### src/rtl/serial_subtractor.sv
// rtl/serial_subtractor.sv - bit-serial unsigned subtractor, LSB first, registered borrow
// Optional signed-overflow output guarded by SERIAL_SUB_SIGNED_OVF_EN.
module serial_subtractor #(
    parameter int WIDTH = 4
) (
    input  logic             clk,
    input  logic             rst,
    input  logic             start,
    input  logic [WIDTH-1:0] a,
    input  logic [WIDTH-1:0] b,
    output logic [WIDTH-1:0] diff,
    output logic             bout,
    output logic             busy,
    output logic             done
`ifdef SERIAL_SUB_SIGNED_OVF_EN
    ,
    output logic             ovf
`endif
);

    localparam int CW = $clog2(WIDTH) + 1;

    typedef enum logic [1:0] {IDLE, SHIFT, DONE} state_t;

    state_t           state_q, state_d;
    logic [WIDTH-1:0] sa_q, sa_d, sb_q, sb_d, sr_q, sr_d;
    logic [WIDTH-1:0] diff_q, diff_d;
    logic             br_q, br_d, bout_q, bout_d;
    logic [CW-1:0]    cnt_q, cnt_d;
    logic             bit_d, br_nxt;
    logic [WIDTH-1:0] sr_nxt;
`ifdef SERIAL_SUB_SIGNED_OVF_EN
    logic             amsb_q, amsb_d, bmsb_q, bmsb_d, ovf_q, ovf_d;
`endif

    always_ff @(posedge clk or posedge rst) begin
        if (rst) begin
            state_q <= IDLE;
            sa_q    <= '0;
            sb_q    <= '0;
            sr_q    <= '0;
            diff_q  <= '0;
            br_q    <= 1'b0;
            bout_q  <= 1'b0;
            cnt_q   <= '0;
`ifdef SERIAL_SUB_SIGNED_OVF_EN
            amsb_q  <= 1'b0;
            bmsb_q  <= 1'b0;
            ovf_q   <= 1'b0;
`endif
        end else begin
            state_q <= state_d;
            sa_q    <= sa_d;
            sb_q    <= sb_d;
            sr_q    <= sr_d;
            diff_q  <= diff_d;
            br_q    <= br_d;
            bout_q  <= bout_d;
            cnt_q   <= cnt_d;
`ifdef SERIAL_SUB_SIGNED_OVF_EN
            amsb_q  <= amsb_d;
            bmsb_q  <= bmsb_d;
            ovf_q   <= ovf_d;
`endif
        end
    end

    always_comb begin
        state_d = state_q;
        sa_d    = sa_q;
        sb_d    = sb_q;
        sr_d    = sr_q;
        diff_d  = diff_q;
        br_d    = br_q;
        bout_d  = bout_q;
        cnt_d   = cnt_q;
`ifdef SERIAL_SUB_SIGNED_OVF_EN
        amsb_d  = amsb_q;
        bmsb_d  = bmsb_q;
        ovf_d   = ovf_q;
`endif
        // Full-subtractor bit slice on the current LSBs.
        bit_d   = sa_q[0] ^ sb_q[0] ^ br_q;
        br_nxt  = (~sa_q[0] & sb_q[0]) | (~(sa_q[0] ^ sb_q[0]) & br_q);
        sr_nxt  = {bit_d, sr_q[WIDTH-1:1]};

        case (state_q)
            IDLE: begin
                if (start) begin
                    sa_d    = a;
                    sb_d    = b;
                    br_d    = 1'b0;
                    cnt_d   = '0;
`ifdef SERIAL_SUB_SIGNED_OVF_EN
                    amsb_d  = a[WIDTH-1];
                    bmsb_d  = b[WIDTH-1];
`endif
                    state_d = SHIFT;
                end
            end
            SHIFT: begin
                br_d  = br_nxt;
                sr_d  = sr_nxt;
                sa_d  = {1'b0, sa_q[WIDTH-1:1]};
                sb_d  = {1'b0, sb_q[WIDTH-1:1]};
                cnt_d = cnt_q + 1'b1;
                if (cnt_q == CW'(WIDTH - 1)) begin
                    diff_d  = sr_nxt;
                    bout_d  = br_nxt;
`ifdef SERIAL_SUB_SIGNED_OVF_EN
                    ovf_d   = (amsb_q != bmsb_q) && (bit_d != amsb_q);
`endif
                    state_d = DONE;
                end
            end
            DONE:    state_d = IDLE;
            default: state_d = IDLE;
        endcase
    end

    assign diff = diff_q;
    assign bout = bout_q;
    assign busy = (state_q != IDLE);
    assign done = (state_q == DONE);
`ifdef SERIAL_SUB_SIGNED_OVF_EN
    assign ovf  = ovf_q;
`endif

endmodule

### config.mk
export PLATFORM = sky130hd
export DESIGN_NAME = serial_subtractor
export DESIGN_NICKNAME = d
export VERILOG_FILES = /design/src/rtl/serial_subtractor.sv
export SDC_FILE = /design/constraint.sdc
export NUM_CORES = 1
export LEC_CHECK = 0
export ABC_CLOCK_PERIOD_IN_PS = 1750
export CAP_MARGIN = 40
export CORE_MARGIN = 5
export CORE_UTILIZATION = 50
export CTS_BUF_LIST = sky130_fd_sc_hd__clkbuf_2 sky130_fd_sc_hd__clkbuf_4 sky130_fd_sc_hd__clkbuf_8
export DETAILED_ROUTE_END_ITERATION = 8
export GPL_ROUTABILITY_DRIVEN = 1
export PLACE_DENSITY = 0.79
export SLEW_MARGIN = 20
export SYNTH_ARGS = -nofsm -noshare
export SYNTH_HDL_FRONTEND = slang
export SYNTH_SLANG_ARGS = --single-unit
### constraint.sdc
create_clock -name clk -period 1.75 [get_ports clk]
set_clock_uncertainty 0.1 [all_clocks]
set_input_delay 0.35 -clock clk [delete_from_list [all_inputs] [get_ports clk]]
set_output_delay 0.35 -clock clk [all_outputs]
set_load 0.05 [all_outputs]
==> summary.md <==
| Metric | Value |
|---|---|
| F_max | `0.586 GHz` |
| Yosys cell types | `30` |
| Crit path max fanout | `6` |
| H-tree depth | `1` |
| Status | `completed` |
| Adder-cell share of the synthesized area | `4.51%` |
| Commonest cells after routing, fill and taps aside | `20 x dfrtp_1, 13 x buf_4, 10 x clkdlybuf4s50_1` |
| Nets | `120` |
| Placed standard-cell area | `0.00122 sq mm` |
| Clock Tree Root | `clkbuf_4` |
| Syn. warnings | `0` |
| Clk pwr share | `11.0%` |
| Pwr/cell area | `1900 mW/mm^2` |
| Combinational power share | `52.6%` |
| DR WL/cell | `14.5 um` |
| Final setup viols | `0` |
| Met3 Track Usage GR | `3.27%` |
| Psw | `969 uW` |
| Sequential share of power | `36.5%` |
| Tcrit/Tclk final | `97.5%` |
| Synth Area in Compound Gates | `11.7%` |
| GR Util met1 | `19.8%` |
| ANT cells | `0` |
| Rel. slew slack | `64.3%` |
| Share of the synthesized area in the top cell type | `55.1%` |
| GP Congestion | `0.786` |
| Hold Vio Cnt, Final | `0` |
| Clock Path Buffers | `2` |
| Synth area leader | `dfrtp_1` |
| Starting Density | `51.4%` |
| Core Region | `0.00194 sq mm` |
| Syn Area/Cell | `12.5 sq um` |
| Hold Crit Class | `in -> async` |
| Vias | `718` |
| TritonCTS clock tree | `yes` |
| Lkg Pwr | `0.000583 uW` |
| Grt ovf | `0` |
| Synth Area in XOR/XNOR | `0%` |
| Die Y | `54.7 um` |
| Clk slew on worst S/H paths | `0.12 ns` |
| Largest net degree at the start of global routing | `23` |
| Share of cells above drive strength 1 | `32.4%` |
| Final max-slew violation count | `0` |
| Crit path DAT | `1.26 ns` |
| Kind of end point of the critical path | `output port` |
| Max-cap violation count | `0` |
| Num CTS Buffers | `3` |
| Multiplexer area fraction after synthesis | `9.90%` |
| Sw frac | `39.6%` |
| Synth Area in Simple Gates | `12.8%` |
| # clock sinks | `22` |
| Most Crowded Layer GR | `met2` |
| Multi-input gate area | `395 sq um` |
| Total track usage | `15.5%` |
| Worst-Margin Slew | `0.534 ns` |
| Worst r2r path cells | `4` |
| Worst setup SP type | `flip-flop` |
| Worst-path cell chain | `or2_2 > buf_12` |
| Mapped Cells | `80` |
| First-pass GRT wire length | `3330 um` |
| Fillers | `154` |
| Int Pwr | `1480 uW` |
| Port Buffers | `17` |
| Origin of the critical flop-to-flop path | `cnt_q[0]` |
| Ports | `18` |
| Vias in the first global route | `756` |
| Die ar. | `0.00299 sq mm` |
| Vias per cell | `5.44` |
| Finished Cell Area | `0.00129 sq mm` |
| DRT antenna net count | `0` |
| Post-DP HPWL | `1360 um` |
| Die W | `54.7 um` |
| Initial antenna violation count | `0` |
| Fin Hold WS | `0.275 ns` |
| Most common cell after layout, fill and taps aside | `dfrtp_1` |
| Period minus WS final | `1.71 ns` |
| FF-to-FF setup slack | `0.14 ns` |
| Iter 0 DRT Violations | `12` |
| RSZ-0062 raised after global routing | `no` |
| Crit-path max cell delay | `0.46 ns` |
| Largest family of logic cells by synthesized area | `simple AND/OR/NAND/NOR gates` |
| Post-Syn Area | `998 sq um` |
| RR Endpoint | `diff[2]` |
| Site Rows | `16` |
| Area growth syn-to-layout | `29.2%` |
| Maximum VDD drop | `1.09 mV` |
| GR Layer Usage met2 | `25.4%` |
| Routed wire length | `1920 um` |
| Slowest-stage cell, CP | `dfrtp_2` |
| Pre-antenna DRT Iters | `4` |
| Utilization after layout | `66.4%` |
| Synth area leaders | `dfrtp_1 55%, mux2_2 7.9%, nor4b_1 3.5%` |
| Syn_nets | `94` |
| Seq. cell area | `553 sq um` |
| Skew-Pair Late Insertion Delay | `0.30 ns` |
| Seq/Total Area, Yosys | `55.1%` |
| Drt drc | `0` |
| CP Class | `reg -> out` |
| Yosys reg bits | `22` |
| Critical Path RT | `1.30 ns` |
==> worst max-delay path by stage <==
stage	to	depth (start not counted)	from	slack (ns)
after CTS	done	3	state_q[0]	0.005
after global placement	sa_q[1]	3	start	0.01
after global routing	busy	2	state_q[0]	0.0001
final	busy	2	state_q[0]	0.04
after floorplan	done	3	state_q[0]	0.22
after detailed placement	sa_q[0]	3	start	-0.07
==> repair_timing <==
item / CTS / global route
setup endpoints to repair: 1 / 2
hold buffers: 0 / 0
buffers inserted: 2 / 1
gates resized for setup: 1 / 2
==> worst max-delay path, delay by kind of cell, from the launching register on <==
family / cells / cell delay (ns)
buf+inv: 1 / 0.16
flops: 1 / 0.46
simple gates: 1 / 0.34
==> per-stage QoR <==
| step | setup slack [ns] | std cells | setup TNS, ns | power, uW |
|---|---|---|---|---|
| 3_5_place_dp | -0.0730 | 125 | -0.267 | 2150 |
| 2_1_floorplan | 0.216 | 80 | 0 | 1790 |
| 3_3_place_gp | 0.0114 | 125 | 0 | 2100 |
| 4_1_cts | 0.00521 | 131 | 0 | 2450 |
| 6_report | 0.0434 | 132 | 0 | 2450 |
| 5_1_grt | 0.000131 | 132 | 0 | 2640 |
==> cells by family (layout without fill, tap and decap cells) <==
family | after synthesis | in the layout
mux | 9 | 9
fa+ha+maj | 3 | 3
simple gates | 19 | 19
flops | 22 | 22
compound gates | 14 | 14
buf+inv | 13 | 38
==> registers in the layout (all words and copies together), names as in the netlist <==
name,flops
br_q,1
cnt_q,3
sb_q,4
state_q,2
sr_q,3
sa_q,4
bout,1
diff,4
==> cells in the mapped netlist <==
master / instances
nand3b_1: 1
mux2_2: 7
or2_2: 1
buf_6: 1
or4b_1: 2
o211ai_1: 1
a221oi_1: 3
nor2_1: 3
clkbuf_2: 1
nor3b_1: 1
nand2b_1: 1
a211oi_1: 1
o22ai_1: 2
fa_1: 1
buf_2: 2
inv_1: 9
o21bai_1: 1
dfrtp_1: 22
and2b_1: 1
o2bb2ai_1: 1
nand2_1: 3
nor4b_1: 4
a22o_1: 1
o21ba_2: 1
mux2i_1: 2
or3b_2: 1
nor2b_1: 1
ha_1: 2
o221a_2: 2
a21oi_1: 1
==> power groups by stage <==
stage | clock, uW | sequential (uW) | combinational [uW]
detailed placement | 0 | 924 | 1230
global route | 301 | 926 | 1410
CTS | 276 | 899 | 1280
floorplan | 0 | 1070 | 717
finish | 268 | 894 | 1290
global placement | 0 | 909 | 1190
==> routing by layer <==
layer	vias up	wire (um)
li1	338	-
met1	358	847
met2	22	965
met3	0	104
met4	0	0
met5	-	0
==> final cells by class <==
class | instances | area share [%]
flip-flops and latches | 22 | 42.9
multi-input cells | 45 | 30.6
repair buffers | 25 | 18.4
clock buffers | 4 | 2.81
inverters | 9 | 2.62
well taps | 27 | 2.62
(Power assumes the default switching activity.)
